==> src/rtl/dnn_argmax_out.sv <==
// dnn_argmax_out: serial signed argmax, one compare per clock. Capture is edge 0 and out_valid rises after edge NumNerves-1.
// The result holds on valid/ready and no capture happens until the handshake. Define DNN_ARGMAX_RUNNER_UP_EN to add out_idx2/out_score2.
module dnn_argmax_out #(
  parameter int BitSize   = 8,
  parameter int NumNerves = 2,
  parameter int IdxBits   = (NumNerves > 1) ? $clog2(NumNerves) : 1,
  parameter int CountBits = 8
) (
  input  logic                              clk,
  input  logic                              res,
  input  logic                              in_valid,
  input  logic [NumNerves-1:0][BitSize-1:0] in_data,
  input  logic                              in_done,
  output logic                              in_ready,
  output logic                              out_valid,
  input  logic                              out_ready,
  output logic [IdxBits-1:0]                out_idx,
  output logic [BitSize-1:0]                out_score,
  output logic                              out_last,
  output logic [CountBits-1:0]              out_count
`ifdef DNN_ARGMAX_RUNNER_UP_EN
  ,
  output logic [IdxBits-1:0]                out_idx2,
  output logic [BitSize-1:0]                out_score2
`endif
);

  typedef enum logic [1:0] {IDLE = 2'd0, SCAN = 2'd1, HOLD = 2'd2} state_t;

  localparam logic [IdxBits-1:0] LastIdx = IdxBits'(NumNerves - 1);

  state_t                              state_q, state_d;
  logic [NumNerves-1:0][BitSize-1:0]   vec_q, vec_d;
  logic [BitSize-1:0]                  best_q, best_d;
  logic [IdxBits-1:0]                  best_idx_q, best_idx_d;
  logic [IdxBits-1:0]                  scan_idx_q, scan_idx_d;
  logic                                pending_last_q, pending_last_d;
  logic [CountBits-1:0]                count_q, count_d;
  logic                                in_ready_q, in_ready_d;
  logic                                out_valid_q, out_valid_d;
  logic [BitSize-1:0]                  scan_elem;
  logic                                handshake;
`ifdef DNN_ARGMAX_RUNNER_UP_EN
  localparam logic [BitSize-1:0] MinScore = BitSize'(1) << (BitSize - 1);
  logic [BitSize-1:0]                  best2_q, best2_d;
  logic [IdxBits-1:0]                  best2_idx_q, best2_idx_d;
`endif

  // Mux-by-compare keeps the select in range for any NumNerves.
  always_comb begin
    scan_elem = '0;
    for (int k = 0; k < NumNerves; k++) begin
      if (scan_idx_q == IdxBits'(k)) scan_elem = vec_q[k];
    end
  end

  always_comb begin
    state_d    = state_q;
    vec_d      = vec_q;
    best_d     = best_q;
    best_idx_d = best_idx_q;
    scan_idx_d = scan_idx_q;
    count_d    = count_q;
    handshake  = 1'b0;
`ifdef DNN_ARGMAX_RUNNER_UP_EN
    best2_d     = best2_q;
    best2_idx_d = best2_idx_q;
`endif
    case (state_q)
      SCAN: begin
        if ($signed(scan_elem) > $signed(best_q)) begin
`ifdef DNN_ARGMAX_RUNNER_UP_EN
          best2_d     = best_q;
          best2_idx_d = best_idx_q;
`endif
          best_d     = scan_elem;
          best_idx_d = scan_idx_q;
        end
`ifdef DNN_ARGMAX_RUNNER_UP_EN
        else if ($signed(scan_elem) > $signed(best2_q)) begin
          best2_d     = scan_elem;
          best2_idx_d = scan_idx_q;
        end
`endif
        if (scan_idx_q == LastIdx) state_d = HOLD;
        else                       scan_idx_d = scan_idx_q + 1'b1;
      end
      HOLD: begin
        if (out_ready) begin
          handshake = 1'b1;
          state_d   = IDLE;
          count_d   = count_q + 1'b1;
        end
      end
      default: begin  // IDLE, and any unused encoding recovers here
        state_d = IDLE;
        if (in_valid) begin
          vec_d      = in_data;
          best_d     = in_data[0];
          best_idx_d = '0;
          scan_idx_d = IdxBits'(1);
`ifdef DNN_ARGMAX_RUNNER_UP_EN
          best2_d     = MinScore;
          best2_idx_d = '0;
`endif
          state_d = (NumNerves == 1) ? HOLD : SCAN;
        end
      end
    endcase
    // A done pulse on the handshake edge belongs to the next result.
    pending_last_d = in_done | (pending_last_q & ~handshake);
    in_ready_d     = (state_d == IDLE);
    out_valid_d    = (state_d == HOLD);
  end

  always_ff @(posedge clk) begin
    if (res) begin
      state_q        <= IDLE;
      vec_q          <= '0;
      best_q         <= '0;
      best_idx_q     <= '0;
      scan_idx_q     <= '0;
      pending_last_q <= 1'b0;
      count_q        <= '0;
      in_ready_q     <= 1'b1;
      out_valid_q    <= 1'b0;
`ifdef DNN_ARGMAX_RUNNER_UP_EN
      best2_q        <= '0;
      best2_idx_q    <= '0;
`endif
    end else begin
      state_q        <= state_d;
      vec_q          <= vec_d;
      best_q         <= best_d;
      best_idx_q     <= best_idx_d;
      scan_idx_q     <= scan_idx_d;
      pending_last_q <= pending_last_d;
      count_q        <= count_d;
      in_ready_q     <= in_ready_d;
      out_valid_q    <= out_valid_d;
`ifdef DNN_ARGMAX_RUNNER_UP_EN
      best2_q        <= best2_d;
      best2_idx_q    <= best2_idx_d;
`endif
    end
  end

  assign in_ready  = in_ready_q;
  assign out_valid = out_valid_q;
  assign out_idx   = best_idx_q;
  assign out_score = best_q;
  assign out_last  = out_valid_q & pending_last_q;
  assign out_count = count_q;
`ifdef DNN_ARGMAX_RUNNER_UP_EN
  assign out_idx2   = best2_idx_q;
  assign out_score2 = best2_q;
`endif

endmodule
==> config.mk <==
export PLATFORM = sky130hd
export DESIGN_NAME = dnn_argmax_out
export DESIGN_NICKNAME = d
export VERILOG_FILES = /design/src/rtl/dnn_argmax_out.sv
export SDC_FILE = /design/constraint.sdc
export NUM_CORES = 1
export LEC_CHECK = 0
export CAP_MARGIN = 10
export CORE_UTILIZATION = 54
export CTS_CLUSTER_SIZE = 25
export DETAILED_ROUTE_END_ITERATION = 7
export PLACE_DENSITY = 0.85
export SYNTH_ARGS = -nofsm -noshare
export SYNTH_HDL_FRONTEND = slang
export SYNTH_SLANG_ARGS = --single-unit
export TNS_END_PERCENT = 1
==> constraint.sdc <==
create_clock -name clk -period 3.7 [get_ports clk]
set_input_delay 0.37 -clock clk [delete_from_list [all_inputs] [get_ports clk]]
set_output_delay 0.37 -clock clk [all_outputs]
set_load 0.005 [all_outputs]
==> results.yml, run 1 <==
synthesis:
  yosys-top-cells-area: "dfxtp_1 (42%), nand2_1 (8.0%), ha_1 (7.3%), a21oi_1 (5.9%), mux2i_1 (4.3%)"
  synthFlopType: "dfxtp_1"
  synth-edff-count: 0
  synth_area_um2: 1880
  synth_cell_type_count: 34
  syn_inst: 216
  yosys_warnings: 0
  synth_commonest_cells: "nand2_1 (40), dfxtp_1 (39), a21oi_1 (22)"
  synth_nets: 248
  synthArstFlopShare: 0
  syn_avg_cell_area_um2: 8.69
  synth_most_common_cell: "nand2_1"
  synth_top_cell_by_area: "dfxtp_1"
  ys_ff_latch: 39
  ys_seq_area_frac: 0.416
  yosysTopAreaCellShare: 0.416
global_routing:
  grt_use_total: 0.235
  grt_pass1_vias: 1446
  grt_max_degree: 29
  antenna_found_initial: 0
  grt_overflow: 0
  grt_pass1_wl_um: 6400
clock_network:
  hold_buffers: 0
  clock_latency_ps: 340
  cts.sinks: 39
  cts_htree_levels: 2
  clockBufferDepth: 2
  cts_tree: "done"
  cts-resized-gates: 0
  cts-root-buf: "clkbuf_4"
  cts_setup_buffers: 0
  clk_pin_slew_ps: 120
  cts_made_buffers: 5
die:
  die_w_um: 61.0
  dieHeight_um: 61.0
  io_pins: 41
  rows: 21
  core_um2: 3340
  dieArea_um2: 3720
  initial_core_util: 0.563
worst_setup_path:
  startpoint: "scan_idx_q$_SDFFE_PP0P_"
  critPathCaptureType: "register"
  startpoint_type: "register"
  path_cells: "mux2_2, ha_1, nand4_1, o311a_1, or4_1, o31ai_1"
  worstSetupPathType: "register to register"
  r2r-start: "scan_idx_q$_SDFFE_PP0P_"
  rr_endpoint: "out_score[5]$_SDFFE_PP0P_"
  cp.arrival_ps: 2950
  cp_slowest_stage_delay_ps: 590
  cp_max_fo: 11
  reg2reg_depth: 6
  endpoint: "out_score[5]$_SDFFE_PP0P_"
  critical-path-slowest-cell: "dfxtp_1"
  r2r_slack_ps: 1010
  worstPathRequired_ps: 3960
run_status:
  status: "complete, no violations"
pwr:
  power.leakage_uw: 0.000902
  total_power_uw: 868
  vdd_drop_max_mv: 0.233
  powerDensity_nw_per_um2: 372
drt:
  routedWlPerCell_um: 12.9
  dr.pass1.iters: 4
  drc: 0
  vias: 1581
  vias_per_cell: 5.29
  routed_wl_um: 3850
  drtIter0Drc: 49
  antenna_left: 0
sta:
  timing.final.crit_period_ps: 2690
  finalClockSkew_ps: 8.28
  timing_worst_slew_pin_value_ps: 862
  slew_violations: 0
  totalNegativeSetupSlack_ps: 0
  final-setup-viol-count: 0
  fin_crit_sh: 0.727
  hold_viol: 0
  max_freq_ghz: 0.372
  slew_headroom: 0.424
  rsz0062_at_grt: "false"
place:
  io_buffers: 40
  gp_congestion: 0.837
  dp_hpwl_um: 2800
final_layout:
  n_antenna_cell: 0
  area_growth_syn_to_layout_pct: 24.3
  nFillCells: 295
  fin_nets: 284
  drive_above_1_share: 0.0711
job:
  cap_violations: 0
min_path:
  hp-class: "register to register"
worst max-delay path: cells and delay by family, from the launching register on:
family / cells / cell delay [ps]
adder cells (fa/ha/maj): 1 / 340
AND/OR/NAND/NOR: 2 / 680
multiplexers: 1 / 400
AO/OA/AOI/OAI: 2 / 590
flip-flops: 1 / 590
area by class of cell:
class                      count  area (um2)  share of cell area
timing repair buffer          41         408               0.175
tap                           46        57.6              0.0247
clock inverter                 3        15.0             0.00643
clock buffer                   5        37.5              0.0161
multi-input combinational    152         986               0.423
sequential                    39         781               0.335
inverter                      13        48.8              0.0209
worst min-delay path by stage:
| stage | from | slack (ps) | endpoint | cells after the start |
|---|---|---|---|---|
| 2_1_floorplan | vec_q[10]$_SDFFE_PP0P_ | 430 | vec_q[10]$_SDFFE_PP0P_ | 2 |
| 3_3_place_gp | vec_q[1]$_SDFFE_PP0P_ | 440 | vec_q[1]$_SDFFE_PP0P_ | 2 |
| 3_5_place_dp | vec_q[4]$_SDFFE_PP0P_ | 450 | vec_q[4]$_SDFFE_PP0P_ | 2 |
| 4_1_cts | vec_q[4]$_SDFFE_PP0P_ | 470 | vec_q[4]$_SDFFE_PP0P_ | 2 |
| 5_1_grt | vec_q[8]$_SDFFE_PP0P_ | 490 | vec_q[8]$_SDFFE_PP0P_ | 2 |
| 6_report | vec_q[3]$_SDFFE_PP0P_ | 460 | vec_q[3]$_SDFFE_PP0P_ | 2 |
sequential cells by signal, summed over array words and instances, names as in the netlist:
name            count
vec_q              16
out_count           8
out_score           8
state_q             2
in_ready            1
out_idx             1
out_valid           1
pending_last_q      1
scan_idx_q          1
through the flow:
| step | hold slack (ps) | util | std cells | area [um2] | setup slack (ps) |
|---|---|---|---|---|---|
| global route | 494 | 0.699 | 299 | 2330 | 824 |
| global placement | 441 | 0.684 | 291 | 2280 | 1170 |
| CTS | 465 | 0.699 | 299 | 2330 | 1020 |
| floorplan | 433 | - | 216 | 1880 | 1310 |
| finish | 462 | 0.699 | 299 | 2330 | 1010 |
| detailed placement | 448 | 0.684 | 291 | 2280 | 1070 |
report_power, final:
group | internal (uW) | switching, uW
logic | 97.6 | 100
clock network | 70.8 | 138
registers | 446 | 15.6
cells in the final DEF (no fill, tap or decap), types with 5 or more instances in the layout:
cell type / count
a21oi_1: 22
clkbuf_4: 5
clkdlybuf4s50_1: 40
dfxtp_1: 39
ha_1: 11
inv_1: 13
mux2_2: 7
mux2i_1: 8
nand2_1: 40
nor2_1: 11
o31ai_1: 7
or4_1: 8
xor2_1: 6
per-layer routing:
layer / part of all wire / global-route usage
met1: 0.48 / 0.299
met2: 0.45 / 0.380
met3: 0.050 / 0.0725
met4: 0.015 / 0.0747
met5: 0 / 0
cells by family after synthesis:
group,count (synthesis),share of synthesized area
multiplexers,15,0.0846
AND/OR/NAND/NOR,77,0.196
AO/OA/AOI/OAI,42,0.139
adder cells (fa/ha/maj),11,0.0733
XOR/XNOR,7,0.0326
flip-flops,39,0.416
buffers and inverters,25,0.0593
(Power assumes the default switching activity.)
==> run 2, diff against run 1 <==
- CORE_UTILIZATION: 54 -> 45
- PLACE_DENSITY: 0.85 -> 0.76
- clock period: 3.7 -> 2.4 ns (I/O delays scaled with it)
==> run 2 against run 1 <==
Sequential share of layout area decreased by 3.5 points; core utilization decreased by 4.6 points; total power increased by 82%; via count increased by 7.3%; fmax increased by 13%.
==> results.yml, run 2 (same netlist as run 1, synthesis figures left out) <==
clock_network:
  clock_latency_ps: 290
  cts_htree_levels: 2
  hold_buffers: 0
  clockBufferDepth: 2
  cts_made_buffers: 5
  cts_tree: "done"
  cts.sinks: 39
  clk_pin_slew_ps: 80
  cts-root-buf: "clkbuf_8"
worst_setup_path:
  cp_slowest_stage_delay_ps: 480
  critPathCaptureType: "register"
  rr_endpoint: "out_score[3]$_SDFFE_PP0P_"
  cp.arrival_ps: 2580
  reg2reg_depth: 7
  critical-path-slowest-cell: "or4_1"
  startpoint_type: "register"
  worstSetupPathType: "register to register"
  r2r_slack_ps: 10
  cp_max_fo: 6
  worstPathRequired_ps: 2600
  path_cells: "mux2_4, ha_1, nand4_1, buf_4, o311a_4, or4_1, o31ai_1"
  r2r-start: "scan_idx_q$_SDFFE_PP0P_"
drt:
  routed_wl_um: 4500
  vias: 1696
  dr.pass1.iters: 6
  routedWlPerCell_um: 14.3
  drtIter0Drc: 117
  drc: 0
  antenna_left: 0
  vias_per_cell: 5.38
final_layout:
  drive_above_1_share: 0.155
  n_antenna_cell: 0
  nFillCells: 323
  finalInstanceArea_um2: 2620
  largest_reg_flops: 16
  fin_nets: 296
  largest-register: "vec_q"
  instances_no_fill: 315
  multiInputGateArea_um2: 1150
  post-route-util: 0.654
  most-common-layout-cells: "nand2_1 (40), clkdlybuf4s50_1 (40), dfxtp_1 (38), a21oi_1 (22), inv_1 (13)"
  area_growth_syn_to_layout_pct: 39.2
  final-seq-area_um2: 785
global_routing:
  grt_overflow: 0
  antenna_found_initial: 0
  grt_max_degree: 28
  grt_use_total: 0.193
  grt_pass1_wl_um: 6440
  grt_pass1_vias: 1427
die:
  die_w_um: 66.6
  io_pins: 41
  rows: 23
  core_um2: 4000
  dieArea_um2: 4440
  initial_core_util: 0.470
  dieHeight_um: 66.6
sta:
  fin_crit_sh: 0.994
  slew_headroom: 0.585
  timing.final.crit_period_ps: 2390
  max_freq_ghz: 0.419
  hold_viol: 0
  finalClockSkew_ps: 3.61
  slew_violations: 0
  worst_hold_slack_ps: 459
  timing_worst_slew_pin_value_ps: 621
  final-setup-viol-count: 0
  setup_ws_ps: 14.7
place:
  place_area_um2: 2320
  dpl_worst_slack_ps: -160
  gp_congestion: 0.917
  io_buffers: 40
  dp_hpwl_um: 2820
  place_inst: 299
run_status:
  status: "complete, no violations"
min_path:
  whs_path_depth: 2
  hold_start: "vec_q[4]$_SDFFE_PP0P_"
  min_to: "vec_q[4]$_SDFFE_PP0P_"
  hp-class: "register to register"
pwr:
  p_seq_frac: 0.450
  swShare: 0.296
  clockPowerShare: 0.273
  p_int_uw: 1110
  powerDensity_nw_per_um2: 603
  switchingPower_uw: 467
  vdd_drop_max_mv: 0.343
  power.leakage_uw: 0.000997
  pwr-share-comb: 0.277
job:
  cap_violations: 0
[run 2: cell types whose count changed in the layout (fill, tap and decap cells not counted), moves of 5 or more]
| cell | before | now |
|---|---|---|
| buf_4 | 1 | 10 |
| mux2_2 | 7 | 0 |
| mux2_4 | 0 | 7 |
| ha_1 | 11 | 5 |
| ha_4 | 0 | 6 |
| clkbuf_4 | 5 | 0 |
| clkbuf_8 | 0 | 5 |
[run 2: layer usage]
| metal | track usage | up-vias | part of all wire |
|---|---|---|---|
| met5 | 0 | - | 0 |
| met4 | 0.0904 | 0 | 0.014 |
| met3 | 0.0428 | 8 | 0.052 |
| met2 | 0.294 | 53 | 0.49 |
| met1 | 0.255 | 790 | 0.45 |
| li1 | - | 845 | - |
[run 2: timing repair]
action / CTS / global route
pin swaps: 0 / 6
setup endpoints to repair: 9 / 8
resized for setup: 4 / 21
buffers inserted: 0 / 6
cloned: 0 / 2
[run 2: critical path: cells and delay by family (launching register included)]
family                   cells  cell delay, ps
AND/OR/NAND/NOR              2             650
AO/OA/AOI/OAI                2             430
flip-flops                   1             410
multiplexers                 1             320
adder cells (fa/ha/maj)      1             280
buffers and inverters        1             200
[run 2: through the flow]
step | total power (uW) | setup TNS, ps
final | 1580 | 0
after global routing | 1650 | -274
after CTS | 1470 | 0
after detailed placement | 1040 | -1010
after global placement | 1030 | -517
after floorplan | 920 | 0
[run 2: worst max-delay path by stage]
| stage | startpoint | end | slack, ps | cells past startpoint |
|---|---|---|---|---|
| CTS | scan_idx_q$_SDFFE_PP0P_ | out_score[2]$_SDFFE_PP0P_ | 20 | 7 |
| global route | scan_idx_q$_SDFFE_PP0P_ | out_score[3]$_SDFFE_PP0P_ | -80 | 7 |
| global placement | scan_idx_q$_SDFFE_PP0P_ | out_score[3]$_SDFFE_PP0P_ | -80 | 6 |
| detailed placement | scan_idx_q$_SDFFE_PP0P_ | out_score[2]$_SDFFE_PP0P_ | -160 | 8 |
| floorplan | scan_idx_q$_SDFFE_PP0P_ | out_score[4]$_SDFFE_PP0P_ | 9 | 9 |
| finish | scan_idx_q$_SDFFE_PP0P_ | out_score[3]$_SDFFE_PP0P_ | 10 | 7 |
[run 2: area by class of cell]
cell class	count	area share
Timing Repair Buffer	51	0.186
Multi-Input combinational cell	154	0.439
Sequential cell	39	0.300
Clock inverter	2	0.00478
Tap cell	50	0.0239
Inverter	13	0.0187
Clock buffer	6	0.0278
[run 2: power by group through the flow]
stage | registers [uW] | clock network, uW | logic (uW)
finish | 711 | 431 | 437
global route | 716 | 465 | 467
CTS | 709 | 439 | 326
detailed placement | 724 | 0 | 312
global placement | 724 | 0 | 304
floorplan | 720 | 0 | 201
==> run 3, diff against run 2 <==
- CORE_UTILIZATION: 45 -> 32
- PLACE_DENSITY: 0.76 -> 0.58
- SKIP_LAST_GASP: not set -> 1
- clock period: 2.4 -> 2.1 ns (I/O delays scaled with it)
==> run 3 against run 2 <==
The flow now finishes with violations (setup timing); non-clock buffer count down 3; die area increased by 39%; worst hold slack about the same; critical path depth up 1; fmax grew 1.9%; total power increased by 20%; core utilization decreased by 19 points; clock-buffer cell count is the same; setup slack worse by 260 ps; clock power grew 52%; largest power group unchanged; highest routed layer unchanged.
==> results.yml, run 3 (same netlist as run 1, synthesis figures left out) <==
run_status:
  status: "finished, violations left"
  violations: "setup timing"
clock_network:
  cts.sinks: 39
  clockBufferDepth: 2
  clk_pin_slew_ps: 80
  cts_htree_levels: 2
  clock_latency_ps: 290
  cts-root-buf: "clkbuf_8"
  cts_tree: "done"
  cts_setup_buffers: 0
  cts_made_buffers: 5
sta:
  final-setup-viol-count: 9
  slew_headroom: 0.776
  setup_ws_ps: -240
  max_freq_ghz: 0.427
  slew_violations: 0
  timing_worst_slew_pin_value_ps: 334
  rsz0062_at_grt: "true"
  timing.final.crit_period_ps: 2340
  hold_viol: 0
  finalClockSkew_ps: 4.80
  fin_crit_sh: 1.11
global_routing:
  antenna_found_initial: 0
  grt_overflow: 0
  grt_pass1_vias: 1451
  grt_max_degree: 47
  grt_use_total: 0.143
  grt_pass1_wl_um: 6860
place:
  place_area_um2: 2460
  io_buffers: 40
  dp_hpwl_um: 2920
  gp_congestion: 0.806
final_layout:
  drive_above_1_share: 0.123
  n_antenna_cell: 0
  nFillCells: 550
  fin_nets: 291
  area_growth_syn_to_layout_pct: 38.4
  largest-register: "vec_q"
  post-route-util: 0.466
  finalInstanceArea_um2: 2600
  most-common-layout-cells: "nand2_1 (40), clkdlybuf4s50_1 (40), dfxtp_1 (38), a21oi_1 (22), inv_1 (13)"
  largest_reg_flops: 16
worst_setup_path:
  worstSetupPathType: "register to register"
  critical-path-slowest-cell: "or4_1"
  path_cells: "buf_12, mux2_4, ha_1, nand4_1, o221ai_1, a21o_2, or4_1, o31ai_1"
  cp_max_fo: 10
  worstPathRequired_ps: 2300
  r2r-start: "scan_idx_q$_SDFFE_PP0P_"
  cp.arrival_ps: 2540
  startpoint_type: "register"
  critPathCaptureType: "register"
  cp_num_buf_inv: 1
  cp_slowest_stage_delay_ps: 520
  rr_endpoint: "out_score[4]$_SDFFE_PP0P_"
  reg2reg_depth: 8
  r2r_slack_ps: -240
  crit_family: "simple AND/OR/NAND/NOR gates"
drt:
  dr.pass1.iters: 4
  routedWlPerCell_um: 12.0
  drtIter0Drc: 34
  antenna_left: 0
  vias_per_cell: 4.66
  vias: 1547
  routed_wl_um: 3980
  drc: 0
pwr:
  total_power_uw: 1890
  power.leakage_uw: 0.000991
  powerDensity_nw_per_um2: 726
  vdd_drop_max_mv: 0.320
min_path:
  whs_path_depth: 2
  hold_start: "vec_q[4]$_SDFFE_PP0P_"
  min_to: "vec_q[4]$_SDFFE_PP0P_"
  hp-class: "register to register"
job:
  cap_violations: 0
die:
  dieHeight_um: 78.6
  rows: 27
  initial_core_util: 0.337
  die_w_um: 78.6
  dieArea_um2: 6180
  core_um2: 5570
  io_pins: 41
-- run 3: changes by cell type in the layout (fill, tap and decap cells not counted), sizes merged --
cell,delta
bufinv,+1
clkinv,-1
a21o,-1
buf,-3
clkinvlp,-1
o311a,-1
inv,+1
-- run 3: routing by layer --
metal,part of all wire,up-vias,track usage
met2,0.45,21,0.218
met4,0.0065,0,0.0537
met1,0.52,693,0.193
met5,0,-,0
met3,0.025,2,0.0326
li1,-,831,-
-- run 3: timing repair --
item	4_1_cts	5_1_grt
pin swaps	1	0
endpoints found under the hold margin	0	0
endpoints found under the setup margin	9	9
resized for setup	3	0
cloned	0	0
hold buffers	0	0
-- run 3: power by group --
part	leakage (uW)	total, uW	switching [uW]	internal (uW)
clock network	0.0000618	657	266	391
logic	0.000610	422	200	222
registers	0.000319	808	23.2	785
total	0.000991	1890	490	1400
-- run 3: final cells by class --
type                            count  area (um2)  area share
Timing Repair Buffer               48         485       0.187
Clock inverter                      2        38.8      0.0149
Sequential cell                    39         782       0.301
Tap cell                           72        90.1      0.0347
Inverter                           13        48.8      0.0188
Clock buffer                        6        82.6      0.0318
Multi-Input combinational cell    152        1070       0.412
-- run 3: worst reg2reg max path, delay by kind of cell (launching register included) --
family | cells | cell delay [ps]
simple gates | 2 | 670
compound gates | 3 | 490
flops | 1 | 360
mux | 1 | 320
fa+ha+maj | 1 | 300
buf+inv | 1 | 130
-- run 3: worst max-delay path by stage --
stage                                       start                   endpoint  slack [ps]  depth (start not counted)
after global routing      scan_idx_q$_SDFFE_PP0P_  out_score[3]$_SDFFE_PP0P_        -310                          8
after global placement    scan_idx_q$_SDFFE_PP0P_  out_score[1]$_SDFFE_PP0P_        -210                          7
after floorplan           scan_idx_q$_SDFFE_PP0P_  out_score[4]$_SDFFE_PP0P_        -120                          9
after CTS                 scan_idx_q$_SDFFE_PP0P_  out_score[4]$_SDFFE_PP0P_        -240                          8
final                     scan_idx_q$_SDFFE_PP0P_  out_score[4]$_SDFFE_PP0P_        -240                          8
after detailed placement  scan_idx_q$_SDFFE_PP0P_  out_score[4]$_SDFFE_PP0P_        -250                          8
-- run 3: stage by stage --
stage / TNS [ps] / std cells / setup WS (ps) / hold slack (ps)
final: -1940 / 332 / -240 / 458
after global routing: -2470 / 332 / -311 / 468
after CTS: -1950 / 332 / -243 / 447
after detailed placement: -2020 / 324 / -250 / 445
after global placement: -1740 / 324 / -207 / 443
after floorplan: -779 / 216 / -121 / 327
==> variant 1, RTL diff (settings of run 2) <==
Re-encode `state_t` (3 states) as one-hot, 3 bits wide.
--- a/src/rtl/dnn_argmax_out.sv
+++ b/src/rtl/dnn_argmax_out.sv
@@ -25,7 +25,7 @@
 `endif
 );
 
-  typedef enum logic [1:0] {IDLE = 2'd0, SCAN = 2'd1, HOLD = 2'd2} state_t;
+  typedef enum logic [2:0] {IDLE = 3'b001, SCAN = 3'b010, HOLD = 3'b100} state_t;
 
   localparam logic [IdxBits-1:0] LastIdx = IdxBits'(NumNerves - 1);
 
Formal check against the unedited RTL: same outputs for any inputs over 10 cycles, from zero or initial values; not proved beyond that.
==> variant 1 against run 2 <==
The run now ends with setup timing left; area after synthesis rose by 23%; sequential cell count rose by 1; first-iteration DRC count fell by 5.1%; synthesized cell count rose by 25%; cell area rose by 23%; wire length rose by 36%; setup slack got worse by 0.032 ns; critical endpoint is now out_score[0]$_SDFFE_PP0P_; largest cell class unchanged.
Power is not compared: it rests on default switching activity, and its combinational part moved more than twofold at a synthesized area within 25%.
==> variant 1: results (changes against run 2) <==
Status
  • Status: complete, but fails checks
  • Failing checks: setup timing

GRT
  • Met3 GRT Util: 4.25% (-0.028 points)
  • GR Util met2: 38.1% (+8.7 points)
  • Vias in the first global route: 1927 (+35%)
  • Met1 Usage GRT: 26.0% (+0.51 points)
  • Gr usage total: 21.9% (+2.6 points)
  • First-pass GRT wire length: 8990 µm (+40%)
  • Largest net degree at the start of global routing: 28 (unchanged)

Route
  • Router iterations before antenna repair: 4 (-2)
  • Final ANT Viol Nets: 0 (unchanged)
  • Vias: 2147 (+27%)
  • DRT iter0 DRCs: 111 (-5.1%)
  • Wire length per cell: 15.6 µm (+9.0%)
  • Post-Route WL: 6110 µm (+36%)

Finish
  • Most flop-heavy register: vec_q
  • Fraction of layout cells with a size suffix above 1: 19.7% (+4.2 points)
  • Final Core Density: 66.8% (+1.4 points)
  • Max reg flops: 16 (unchanged)
  • Antenna cell count: 0 (unchanged)
  • Final-stage net count: 354 (+20%)
  • # fillers: 397 (+23%)

Yosys
  • Sequential area share after synthesis: 34.7% (-6.9 points)
  • Synth area leaders: dfxtp_1 (35%), nand2_1 (8.1%), mux2i_1 (7.8%)
  • Synth Area per Inst: 8.58 µm² (-1.4%)
  • Syn_nets: 299 (+21%)
  • Post-synth ARST share: 0% (unchanged)
  • Syn. warnings: 0 (unchanged)
  • Commonest cells in the netlist: nand2_1 (50), dfxtp_1 (40), a21oi_1 (22)
  • Netlist cell types: 46 (+35%)

Power
  • Overall power: 2660 µW
  • Pleak: 0.00121 µW
  • Flop pwr share: 29.5%
  • Worst VDD drop: 0.554 mV

STA
  • Setup TNS: -0.0178 ns (-0.0178 ns)
  • Setup violations, final: 1 (+1)
  • Post-route setup slack: -0.0178 ns (-0.0325 ns)
  • Clk_skew: 0.00688 ns (+0.00326 ns)
  • Max_slew headroom: 55.5% (-3.0 points)

Placement
  • GPL Wtd Cong: 0.837 (-8.7%)
  • Post-place setup slack: -0.0574 ns (+0.103 ns)
  • IO Port Bufs: 40 (unchanged)
  • Placed cells: 374 (+25%)
  • Placed instance area: 2860 µm² (+23%)
  • Post-DP HPWL: 3940 µm (+40%)

CTS
  • CTS buffer count: 5 (unchanged)
  • Clock transition at path regs: 0.09 ns
  • Clk_lat worst skew: 0.30 ns
  • H-tree levels: 2 (unchanged)

Critical path
  • CP max FO: 6 (unchanged)
  • CP Data Arrival Time: 2.61 ns (+0.03 ns)
  • Crit path max-delay family: buffers and inverters
  • CP max stage delay: 0.38 ns (-0.10 ns)
  • Critical-path top delay cell: dfxtp_4

Min path
  • Hold Crit Class: flop to flop
variant 1: path summary, 6_finish.rpt:
path / start / end / slack (ns) / depth (start not counted)
setup / recovery: scan_idx_q$_SDFFE_PP0P_ / out_score[0]$_SDFFE_PP0P_ / -0.02 / 11
hold / removal: vec_q[2]$_SDFFE_PP0P_ / vec_q[2]$_SDFFE_PP0P_ / 0.46 / 2
setup reg to reg: scan_idx_q$_SDFFE_PP0P_ / out_score[0]$_SDFFE_PP0P_ / -0.02 / 11
hold reg to reg: vec_q[2]$_SDFFE_PP0P_ / vec_q[2]$_SDFFE_PP0P_ / 0.46 / 2
variant 1: cells by family (layout without fill, tap and decap cells):
kind of cell | count (synthesis) | in the layout | share of synthesized area (%)
DFF | 40 | 40 | 34.7
and+or+nand+nor | 98 | 98 | 20.8
adders and majority gates | 9 | 9 | 4.88
AOI/OAI and AO/OA | 57 | 57 | 18.9
buffers and inverters | 32 | 88 | 6.45
muxes | 25 | 25 | 11.2
xor gates and xnor gates | 8 | 8 | 3.04
variant 1: layer usage:
metal | routed length, µm | part of all wire [%]
met1 | 2470 | 40
met2 | 3170 | 52
met3 | 276 | 4.5
met4 | 188 | 3.1
met5 | 0 | 0
variant 1: final cells by class:
cell class                      instances  area (µm²)  area share [%]
Multi-Input combinational cell        197        1490            46.3
Sequential cell                        40         805            25.0
Timing Repair Buffer                   68         679            21.1
Tap cell                               67        83.8            2.61
Clock buffer                            5        68.8            2.14
Clock inverter                          3        46.3            1.44
Inverter                               12        45.0            1.40
variant 1: timing repair:
| action | CTS | global route |
|---|---|---|
| hold buffers | 0 | 0 |
| pin swaps | 1 | 8 |
| gates cloned | 0 | 1 |
| gates resized for setup | 3 | 25 |
| buffers inserted | 1 | 8 |
| endpoints found under the setup margin | 9 | 9 |
==> variant 2, RTL diff (settings of run 2) <==
Without the edit above. Set the parameter `NumNerves` to 4 (it was 2).
--- a/src/rtl/dnn_argmax_out.sv
+++ b/src/rtl/dnn_argmax_out.sv
@@ -2,7 +2,7 @@
 // The result holds on valid/ready and no capture happens until the handshake. Define DNN_ARGMAX_RUNNER_UP_EN to add out_idx2/out_score2.
 module dnn_argmax_out #(
   parameter int BitSize   = 8,
-  parameter int NumNerves = 2,
+  parameter int NumNerves = 4,
   parameter int IdxBits   = (NumNerves > 1) ? $clog2(NumNerves) : 1,
   parameter int CountBits = 8
 ) (
Ports: changed (resized in_data and out_idx); port bits go from 41 to 58. No check against the original RTL was run, so the function may have changed too.
==> variant 2 against run 2 <==
The run now ends with setup timing left; setup slack worse by 0.40 ns; highest routed layer unchanged; area after synthesis up 52%; total power up 73%; count of clock-buffer cells in the layout up 4; cell area up 53%; first-iteration DRC count up 62%; sequential cell count up 18; wire length up 62%; hold slack worse by 0.027 ns; die area up 50%.
==> variant 2: results (changes against run 2) <==
Status
  • Status: complete, but fails checks
  • Failing checks: setup timing

GRT
  • Gr usage total: 24.0% (+4.8 points)
  • Met1 Usage GRT: 28.5% (+3.1 points)
  • Vias in the first global route: 2612 (+83%)
  • Largest net degree at the start of global routing: 40 (+43%)

STA
  • Setup violations, final: 10 (+10)
  • Clk_skew: 0.00469 ns (+0.00108 ns)
  • Post-route setup slack: -0.388 ns (-0.403 ns)

Critical path
  • Terminus of the critical flop-to-flop path: out_score[6]$_SDFFE_PP0P_
  • Origin of the critical flop-to-flop path: scan_idx_q[0]$_SDFFE_PP0P_
  • CP max FO: 5 (-1)
  • R2r worst-path depth: 11 (+4)

Finish
  • Max reg flops: 32 (+16)

Route
  • DRT iter0 DRCs: 189 (+62%)
  • Met2 Wirelength: 3460 µm (+59%)
  • Post-Route WL: 7280 µm (+62%)
  • Met1 Routed Length: 3160 µm (+57%)
  • Vias/cell: 5.30 (-1.6%)

CTS
  • H-tree levels: 3 (+1)
  • CTS buffer count: 9 (+4)

Yosys
  • Cells after synthesis: 370 (+71%)
  • Synth area leaders: dfxtp_1 (40%), nand2_1 (13%), a21oi_1 (8.3%)
  • Netlist cell types: 33 (-2.9%)
  • Sequential area share after synthesis: 40.1% (-1.5 points)
  • Commonest cells in the netlist: nand2_1 (102), dfxtp_1 (57), a21oi_1 (47)

Placement
  • GPL Wtd Cong: 0.953 (+3.9%)
  • Placed instance area: 3560 µm² (+54%)

Min path
  • Worst Hold Path EP: out_count[7]$_SDFFE_PP0P_
  • Worst Min Path Start: res

Power
  • Worst VDD drop: 0.454 mV (+32%)

Floorplan
  • CORE AREA: 6030 µm² (+51%)
variant 2: cell types whose count changed after synthesis, sizes merged, moves of 4 or more:
cell,run 2,this run
dfxtp,39,57
o31ai,7,1
or4,8,0
clkbuf,6,20
and2,3,10
buf,6,2
a21oi,22,47
a2bb2oi,0,8
nor2,12,34
mux2i,8,3
nand2,40,102
o211ai,0,8
ha,11,15
nand3,4,11
variant 2: what timing repair did:
item,in CTS,in global routing
cloned,1,0
gates resized for setup,33,0
setup endpoints to repair,10,10
buffers inserted,5,1
pin swaps,8,3
variant 2: worst max-delay path by stage:
stage,from,end,depth (start not counted)
floorplan,scan_idx_q[1]$_SDFFE_PP0P_,out_score[0]$_SDFFE_PP0P_,14
global placement,scan_idx_q[1]$_SDFFE_PP0P_,out_score[1]$_SDFFE_PP0P_,10
detailed placement,scan_idx_q[1]$_SDFFE_PP0P_,out_score[6]$_SDFFE_PP0P_,10
CTS,scan_idx_q[0]$_SDFFE_PP0P_,out_score[6]$_SDFFE_PP0P_,11
global route,scan_idx_q[0]$_SDFFE_PP0P_,out_score[6]$_SDFFE_PP0P_,11
finish,scan_idx_q[0]$_SDFFE_PP0P_,out_score[6]$_SDFFE_PP0P_,11
variant 2: metrics by stage:
| stage | hold slack [ns] | TNS (ns) | instances | setup slack [ns] | total power [µW] |
|---|---|---|---|---|---|
| 2_1_floorplan | 0.357 | -3.41 | 370 | -0.377 | 1500 |
| 3_3_place_gp | 0.443 | -3.94 | 496 | -0.405 | 1670 |
| 3_5_place_dp | 0.449 | -5.53 | 496 | -0.564 | 1690 |
| 4_1_cts | 0.414 | -3.27 | 518 | -0.340 | 2740 |
| 5_1_grt | 0.445 | -5.04 | 519 | -0.514 | 2870 |
| 6_report | 0.432 | -3.75 | 519 | -0.388 | 2740 |
variant 2: critical path, stage by stage, from the launching register on:
cell,delay [ns]
dfxtp_4,0.40
inv_4,0.06
ha_4,0.17
nor2_4,0.14
o211ai_1,0.14
and2_4,0.17
ha_4,0.26
nand4_1,0.18
or3_4,0.45
a31oi_4,0.18
mux2_4,0.23
mux2_4,0.31
variant 2: report_power, final:
| group | internal (µW) | leakage (µW) | switching, µW | total (µW) |
|---|---|---|---|---|
| sequential | 1010 | 0.000468 | 41.7 | 1050 |
| combinational | 400 | 0.00100 | 338 | 738 |
| clock | 541 | 0.000104 | 404 | 945 |
variant 2: cell type report:
| cell class | instances | area [µm²] |
|---|---|---|
| Sequential cell | 57 | 1150 |
| Clock buffer | 10 | 149 |
| Multi-Input combinational cell | 276 | 1740 |
| Clock inverter | 6 | 63.8 |
| Timing Repair Buffer | 79 | 746 |
| Tap cell | 75 | 93.8 |
| Inverter | 16 | 62.6 |
| Fill cell | 498 | 2020 |
